File: config.mk
export PLATFORM = sky130hd
export DESIGN_NAME = mem_dreq_flat
export DESIGN_NICKNAME = d
export VERILOG_FILES = /design/src/rtl/cpu_defs_pkg.sv /design/src/rtl/mem_dreq_if.sv /design/src/rtl/mem_dreq_store_align.sv /design/src/rtl/mem_dreq.sv /design/src/flat_wrapper.sv
export SDC_FILE = /design/constraint.sdc
export NUM_CORES = 1
export LEC_CHECK = 0
export ABC_AREA = 1
export BUFFER_PORTS_ARGS = -buffer_cell sky130_fd_sc_hd__buf_2
export CORE_UTILIZATION = 50
export CTS_CLUSTER_DIAMETER = 150
export CTS_CLUSTER_SIZE = 24
export DETAILED_ROUTE_END_ITERATION = 16
export PLACE_DENSITY = 0.95
export SLEW_MARGIN = 20
export SYNTH_ARGS = -nofsm -noshare
export SYNTH_HDL_FRONTEND = slang
export SYNTH_SLANG_ARGS = --single-unit
File: constraint.sdc
create_clock -name clk -period 4.3 [get_ports clk]
set_input_delay 0.86 -clock clk [delete_from_list [all_inputs] [get_ports clk]]
set_output_delay 0.86 -clock clk [all_outputs]
set_load 0.01 [all_outputs]
File: src/rtl/cpu_defs_pkg.sv
// -----------------------------------------------------------------------------
// cpu_defs: shared types for the memory-stage data-request controller.
//   mem_size_t   : access size encoding shared by the pipeline and the data bus
//   dreq_state_t : request FSM states
// -----------------------------------------------------------------------------
package cpu_defs;

  typedef enum logic [1:0] {
    SZ_BYTE = 2'd0,
    SZ_HALF = 2'd1,
    SZ_WORD = 2'd2
  } mem_size_t;

  typedef enum logic [1:0] {
    IDLE = 2'd0,
    ADDR = 2'd1,
    DATA = 2'd2,
    DONE = 2'd3
  } dreq_state_t;

endpackage

File: src/rtl/mem_dreq_if.sv
// -----------------------------------------------------------------------------
// mem_dreq_if: sram-like data bus (req / addr_ok / data_ok).
//   master : request side (the mem_dreq controller)
//   slave  : memory / bus-bridge side
// Signals:
//   data_req, data_wr, data_size, data_addr, data_wdata : request fields
//   data_addr_ok : request accepted this cycle
//   data_data_ok : read data / write response valid this cycle
//   data_rdata   : read data
// -----------------------------------------------------------------------------
interface mem_dreq_if;

  logic        data_req;
  logic        data_wr;
  logic [1:0]  data_size;
  logic [31:0] data_addr;
  logic [31:0] data_wdata;
  logic        data_addr_ok;
  logic        data_data_ok;
  logic [31:0] data_rdata;

  modport master (
    output data_req, data_wr, data_size, data_addr, data_wdata,
    input  data_addr_ok, data_data_ok, data_rdata
  );

  modport slave (
    input  data_req, data_wr, data_size, data_addr, data_wdata,
    output data_addr_ok, data_data_ok, data_rdata
  );

endinterface

File: src/rtl/mem_dreq_store_align.sv
// -----------------------------------------------------------------------------
// store_align: combinational size/alignment helper for the data request.
// Ports:
//   i_size     : access size (byte/half/word)
//   i_addr_lo  : low two bits of the effective address
//   i_wdata    : right-aligned store data
//   o_misalign : half not 2-byte aligned, or word not 4-byte aligned
//   o_wdata    : store data replicated across all byte lanes, so the memory
//                can pick its lanes from the address without shifting
// -----------------------------------------------------------------------------
module store_align
  import cpu_defs::*;
(
  input  mem_size_t   i_size,
  input  logic [1:0]  i_addr_lo,
  input  logic [31:0] i_wdata,
  output logic        o_misalign,
  output logic [31:0] o_wdata
);

  always_comb begin
    o_misalign = 1'b0;
    o_wdata    = i_wdata;
    case (i_size)
      SZ_BYTE: o_wdata = {4{i_wdata[7:0]}};
      SZ_HALF: begin
        o_misalign = i_addr_lo[0];
        o_wdata    = {2{i_wdata[15:0]}};
      end
      SZ_WORD: o_misalign = |i_addr_lo;
      // Encoding 3 is never produced by decode; pass data through unchanged.
      default: o_wdata = i_wdata;
    endcase
  end

endmodule

File: src/rtl/mem_dreq.sv
// -----------------------------------------------------------------------------
// mem_dreq: memory-stage data-request controller.
// Turns a load/store in M into exactly one transaction on the sram-like data
// bus, stalls the pipeline while it is outstanding and holds the raw read word
// for the M->W register. Misaligned accesses raise adel/ades and never reach
// the bus.
//
// Ports:
//   clk, resetn     : clock, asynchronous active-low reset
//   m_valid, m_memread, m_memwrite, m_size, m_addr, m_wdata : M-stage access
//   m_flush         : exception/eret flush of M
//   m_advance       : M->W register loads this cycle
//   m_stall         : hold M and upstream stages
//   rdata_q         : captured raw read word
//   adel, ades      : load/store address error (combinational)
//   perf_stall_cnt  : stall-cycle counter (only when DREQ_PERF_EN is defined)
//   dbus            : data bus, master side
//
// Build option: define DREQ_PERF_EN to add the perf_stall_cnt port/counter.
// -----------------------------------------------------------------------------
module mem_dreq
  import cpu_defs::*;
#(
  parameter int PERF_W = 32
) (
  input  logic              clk,
  input  logic              resetn,
  input  logic              m_valid,
  input  logic              m_memread,
  input  logic              m_memwrite,
  input  logic [1:0]        m_size,
  input  logic [31:0]       m_addr,
  input  logic [31:0]       m_wdata,
  input  logic              m_flush,
  input  logic              m_advance,
  output logic              m_stall,
  output logic [31:0]       rdata_q,
  output logic              adel,
  output logic              ades,
`ifdef DREQ_PERF_EN
  output logic [PERF_W-1:0] perf_stall_cnt,
`endif
  mem_dreq_if.master        dbus
);

  dreq_state_t r_state;
  logic        r_killed;
  logic        r_data_req;
  logic        r_data_wr;
  mem_size_t   r_data_size;
  logic [31:0] r_data_addr;
  logic [31:0] r_data_wdata;
  logic [31:0] r_rdata_q;

  mem_size_t   w_size;
  logic        w_misalign;
  logic [31:0] w_wdata_rep;
  logic        w_access;
  logic        w_start;

  assign w_size = mem_size_t'(m_size);

  store_align u_store_align (
    .i_size     (w_size),
    .i_addr_lo  (m_addr[1:0]),
    .i_wdata    (m_wdata),
    .o_misalign (w_misalign),
    .o_wdata    (w_wdata_rep)
  );

  assign w_access = m_valid & (m_memread | m_memwrite);
  assign w_start  = w_access & ~w_misalign & ~m_flush;

  assign adel = m_valid & m_memread  & w_misalign;
  assign ades = m_valid & m_memwrite & w_misalign;

  // Stall must rise in the very cycle the access is seen in IDLE, so it is
  // decoded from the state rather than registered.
  assign m_stall = ((r_state == IDLE) & w_start) | (r_state == ADDR) | (r_state == DATA);

  always_ff @(posedge clk or negedge resetn) begin
    if (!resetn) begin
      r_state      <= IDLE;
      r_killed     <= 1'b0;
      r_data_req   <= 1'b0;
      r_data_wr    <= 1'b0;
      r_data_size  <= SZ_BYTE;
      r_data_addr  <= 32'd0;
      r_data_wdata <= 32'd0;
      r_rdata_q    <= 32'd0;
    end else begin
      case (r_state)
        IDLE: begin
          r_killed <= 1'b0;
          if (w_start) begin
            r_state      <= ADDR;
            r_data_req   <= 1'b1;
            r_data_wr    <= m_memwrite;
            r_data_size  <= w_size;
            r_data_addr  <= m_addr;
            r_data_wdata <= w_wdata_rep;
          end
        end
        ADDR: begin
          // The request stays up until accepted, even after a flush; the
          // flushed transaction just has its result dropped later.
          if (m_flush) r_killed <= 1'b1;
          if (dbus.data_addr_ok) begin
            r_data_req <= 1'b0;
            r_state    <= DATA;
          end
        end
        DATA: begin
          if (dbus.data_data_ok) begin
            // A flush arriving together with data_ok also discards the data.
            if (r_killed || m_flush) begin
              r_killed <= 1'b0;
              r_state  <= IDLE;
            end else begin
              if (!r_data_wr) r_rdata_q <= dbus.data_rdata;
              r_state <= DONE;
            end
          end else if (m_flush) begin
            r_killed <= 1'b1;
          end
        end
        DONE: begin
          // Same instruction still sits in M here, so never re-request.
          if (m_advance || m_flush) r_state <= IDLE;
        end
        default: r_state <= IDLE;
      endcase
    end
  end

  assign dbus.data_req   = r_data_req;
  assign dbus.data_wr    = r_data_wr;
  assign dbus.data_size  = r_data_size;
  assign dbus.data_addr  = r_data_addr;
  assign dbus.data_wdata = r_data_wdata;
  assign rdata_q         = r_rdata_q;

`ifdef DREQ_PERF_EN
  logic [PERF_W-1:0] r_perf_cnt;

  always_ff @(posedge clk or negedge resetn) begin
    if (!resetn) begin
      r_perf_cnt <= '0;
    end else if (m_stall) begin
      r_perf_cnt <= r_perf_cnt + 1'b1;
    end
  end

  assign perf_stall_cnt = r_perf_cnt;
`endif

endmodule

File: src/flat_wrapper.sv
// flat-port wrapper written by rule: the top's interface ports become plain ports
module mem_dreq_flat import cpu_defs::*;
#(
  parameter int PERF_W = 32
)
  (clk, resetn, m_valid, m_memread, m_memwrite, m_size, m_addr, m_wdata, m_flush, m_advance, m_stall, rdata_q, adel, ades, dbus_data_req, dbus_data_wr, dbus_data_size, dbus_data_addr, dbus_data_wdata, dbus_data_addr_ok, dbus_data_data_ok, dbus_data_rdata);
  mem_dreq_if dbus_i ();
  input  logic clk;
  input  logic resetn;
  input  logic m_valid;
  input  logic m_memread;
  input  logic m_memwrite;
  input  logic [1:0] m_size;
  input  logic [31:0] m_addr;
  input  logic [31:0] m_wdata;
  input  logic m_flush;
  input  logic m_advance;
  output logic m_stall;
  output logic [31:0] rdata_q;
  output logic adel;
  output logic ades;
  output wire logic [$bits(dbus_i.data_req)-1:0] dbus_data_req;
  output wire logic [$bits(dbus_i.data_wr)-1:0] dbus_data_wr;
  output wire logic [$bits(dbus_i.data_size)-1:0] dbus_data_size;
  output wire logic [$bits(dbus_i.data_addr)-1:0] dbus_data_addr;
  output wire logic [$bits(dbus_i.data_wdata)-1:0] dbus_data_wdata;
  input wire logic [$bits(dbus_i.data_addr_ok)-1:0] dbus_data_addr_ok;
  input wire logic [$bits(dbus_i.data_data_ok)-1:0] dbus_data_data_ok;
  input wire logic [$bits(dbus_i.data_rdata)-1:0] dbus_data_rdata;
  assign dbus_data_req = dbus_i.data_req;
  assign dbus_data_wr = dbus_i.data_wr;
  assign dbus_data_size = dbus_i.data_size;
  assign dbus_data_addr = dbus_i.data_addr;
  assign dbus_data_wdata = dbus_i.data_wdata;
  assign dbus_i.data_addr_ok = dbus_data_addr_ok;
  assign dbus_i.data_data_ok = dbus_data_data_ok;
  assign dbus_i.data_rdata = dbus_data_rdata;
  mem_dreq #(.PERF_W(PERF_W)) u_core (.clk(clk), .resetn(resetn), .m_valid(m_valid), .m_memread(m_memread), .m_memwrite(m_memwrite), .m_size(m_size), .m_addr(m_addr), .m_wdata(m_wdata), .m_flush(m_flush), .m_advance(m_advance), .m_stall(m_stall), .rdata_q(rdata_q), .adel(adel), .ades(ades), .dbus(dbus_i));
endmodule
==> flow_metrics.env <==
export IMPL_timing_rr_end="u_core.rdata_q[11]$_DFFE_PN0P_"
export IMPL_root_buffer="clkbuf_8"
export IMPL_grt_pass1_vias=3604
export IMPL_clkLatencyLatePin_ns=0.36
export IMPL_yosysSeqAreaShare=0.580
export IMPL_max_slew_margin=0.306
export IMPL_nets=828
export IMPL_viasPerCell=4.91
export IMPL_yosys_cell_types_count=24
export IMPL_pwr_share_clk=0.170
export IMPL_rows=34
export IMPL_tns_ns=0
export IMPL_worstPathArrival_ns=2.07
export IMPL_avgSynthCellArea_um2=8.63
export IMPL_tightest_slew_ns=1.04
export IMPL_cts_buffer_depth=2
export IMPL_finalSetupViolCount=0
export IMPL_p_int_mw=2.27
export IMPL_nFillCells=694
export IMPL_ant_nets=0
export IMPL_diodes=0
export IMPL_cts_sinks=103
export IMPL_synth_area_um2=4450
export IMPL_grt_overflow_total=0
export IMPL_p_sw_mw=1.43
export IMPL_synth_seq_cells=103
export IMPL_final_util=0.656
export IMPL_hold_path_class="reg2reg"
export IMPL_gp_congestion=0.902
export IMPL_drv_cap=0
export IMPL_initial_core_util=0.512
export IMPL_end_kind="output port"
export IMPL_async_reset_ff_frac=1.00
export IMPL_grt_usage=0.236
export IMPL_die_x_um=96.3
export IMPL_path_cells="buf_2 > inv_1 > ha_1 > nor2_4 > nor2_4 > nand2_4 > nand2_2 > nor2_4 > inv_2 > nand3_1 > buf_2"
export IMPL_grt_pass1_wl_um=16600
export IMPL_dp_hpwl_um=8480
export IMPL_synthTopCellsByArea="dfrtp_1 (58%), nand2_1 (17%), o21ai_0 (5.1%)"
export IMPL_synth_top_area_frac=0.580
export IMPL_clkSlewWorstSetupHoldPaths_ns=0.09
export IMPL_worstRegToRegCells=6
export IMPL_syn2layout_area_growth_pct=28.1
export IMPL_power_frac_seq=0.448
export IMPL_synth_edf_count=0
export IMPL_htreeDepth=3
export IMPL_synth_cells=515
export IMPL_hold_buffers=0
export IMPL_antenna_found_initial=0
export IMPL_final_max_slew_violation_count=0
export IMPL_seq_area_um2=2580
export IMPL_start_kind="primary input"
export IMPL_vias=4057
export IMPL_cts_buffers=9
export IMPL_period_share=0.681
export IMPL_core_um2=8680
export IMPL_crit_required_ns=3.44
export IMPL_tritoncts="done"
export IMPL_p_sw_frac=0.386
export IMPL_drt_iter0_markers=183
export IMPL_grt_max_degree=95
export IMPL_wl_per_cell_um=13.8
export IMPL_multi_input_area_um2=1490
export IMPL_cpPeakStageDelay_ns=0.41
export IMPL_period_needed_ns=2.93
export IMPL_wl_um=11400
export IMPL_worstSetupPathType="in2out"
export IMPL_whs_ns=0.472
export IMPL_synth_ff_type="dfrtp_1"
export IMPL_fp_dieArea_um2=9270
export IMPL_yosys_warnings=0
export IMPL_worst_path_max_delay_cell="ha_1"
export IMPL_crit_path_frequent_cell="nor2_4"
export IMPL_hold_end="u_core.dbus.data_wdata[19]$_DFFE_PN0P_"
export IMPL_pwr_share_comb=0.382
export IMPL_worstHoldStart="u_core.dbus.data_wdata[19]$_DFFE_PN0P_"
export IMPL_status="finished, final reports clean"
export IMPL_hold_viol_final=0
export IMPL_dieHeight_um=96.3
export IMPL_reg2reg_from="u_core.r_state[0]$_DFFE_PN0P_"
export IMPL_whs_path_depth=2
export IMPL_first_pass_iters=5
export IMPL_layout_drive_gt1_share=0.330
export IMPL_cp_max_fo=10
export IMPL_synth_largest_area_cell="dfrtp_1"
export IMPL_peakVddDrop_mv=0.528
export IMPL_drcViolationCount=0
export IMPL_numPortBuffers=209
export IMPL_cts_resized=0
export IMPL_postCtsSetupRepairBufs=0
export IMPL_grt_setup_unrepaired="false"
export IMPL_io_pins=210
export IMPL_max_freq_mhz=342
export IMPL_power_density_nw_per_um2=649
export IMPL_synth_nets=629
export IMPL_reg2reg_slack_ns=2.19
export IMPL_leakage_nw=3.36
export IMPL_skew_ns=0.0123
final cells by class:
cell class                      instances  area share
Tap cell                              108      0.0237
Multi-Input combinational cell        332       0.261
Sequential cell                       103       0.453
Clock buffer                           10      0.0224
Inverter                               55      0.0363
Timing Repair Buffer                  213       0.190
Clock inverter                          6      0.0134
cells by family after synthesis:
logic type / synth area share
compound gates: 0.111
buf+inv: 0.0856
flops: 0.580
fa+ha+maj: 0.0197
simple gates: 0.204
registers in the layout (all words and copies together), names as in the netlist:
signal	cells
u_core.dbus.data_wr	1
u_core.r_state	2
u_core.dbus.data_addr	32
u_core.dbus.data_size	2
u_core.dbus.data_wdata	32
u_core.dbus.data_req	1
u_core.r_killed	1
u_core.rdata_q	32
power by group through the flow:
stage / Sequential (mW) / Clock [mW] / Combinational, mW
after floorplan: 1.89 / 0 / 0.557
after global placement: 1.64 / 0 / 1.36
after detailed placement: 1.67 / 0 / 1.43
after global routing: 1.71 / 0.683 / 1.60
after CTS: 1.65 / 0.640 / 1.43
final: 1.66 / 0.626 / 1.41
synth_stat cells, types with 3 or more instances:
cell type and number:
ha_1 7, nor2_1 5, nand4_1 3, buf_6 8, nand3_1 5, buf_2 12
o21ai_0 45, nand2_1 206, dfrtp_1 103, inv_1 54, nor2_4 3, o21ai_1 32
a21oi_1 19, clkbuf_1 3
critical path: cells and delay by family:
| family | cells | cell delay (ns) |
|---|---|---|
| simple gates | 6 | 0.41 |
| fa+ha+maj | 1 | 0.41 |
| buf+inv | 4 | 0.40 |
layer usage:
metal  share of wire  up-vias  global-route usage
li1                -     1997                   -
met2            0.50      183               0.407
met3           0.073       23              0.0537
met5               0        -                   0
met1            0.41     1854               0.292
met4           0.018        0              0.0797
through the flow:
| stage | instances | power, mW | setup WS [ns] | cell area [um2] |
|---|---|---|---|---|
| floorplan | 515 | 2.44 | 1.41 | 4450 |
| global placement | 811 | 3.00 | 1.41 | 5490 |
| detailed placement | 811 | 3.09 | 1.32 | 5490 |
| CTS | 827 | 3.72 | 1.38 | 5690 |
| global route | 827 | 3.99 | 1.24 | 5690 |
| finish | 827 | 3.69 | 1.37 | 5690 |
how the worst max path moves through the flow:
stage | from | end | slack [ns] | cells after the start
final | m_size[1] | m_stall | 1.37 | 11
after detailed placement | m_size[1] | u_core.dbus.data_wdata[6]$_DFFE_PN0P_ | 1.32 | 11
after global routing | m_size[1] | m_stall | 1.24 | 11
after global placement | m_size[1] | m_stall | 1.41 | 11
after floorplan | m_size[1] | m_stall | 1.41 | 12
after CTS | m_size[1] | m_stall | 1.38 | 11
cells in the final DEF (no fill, tap or decap), types with 4 or more instances in the layout:
| cell | n |
|---|---|
| dfrtp_1 | 103 |
| ha_1 | 7 |
| nor2_1 | 5 |
| o21ai_0 | 45 |
| clkbuf_8 | 9 |
| buf_4 | 4 |
| inv_1 | 54 |
| nand3_1 | 5 |
| o21ai_1 | 32 |
| buf_2 | 208 |
| a21oi_1 | 19 |
| nand2_1 | 206 |
Power figures use the tool's default switching activity.
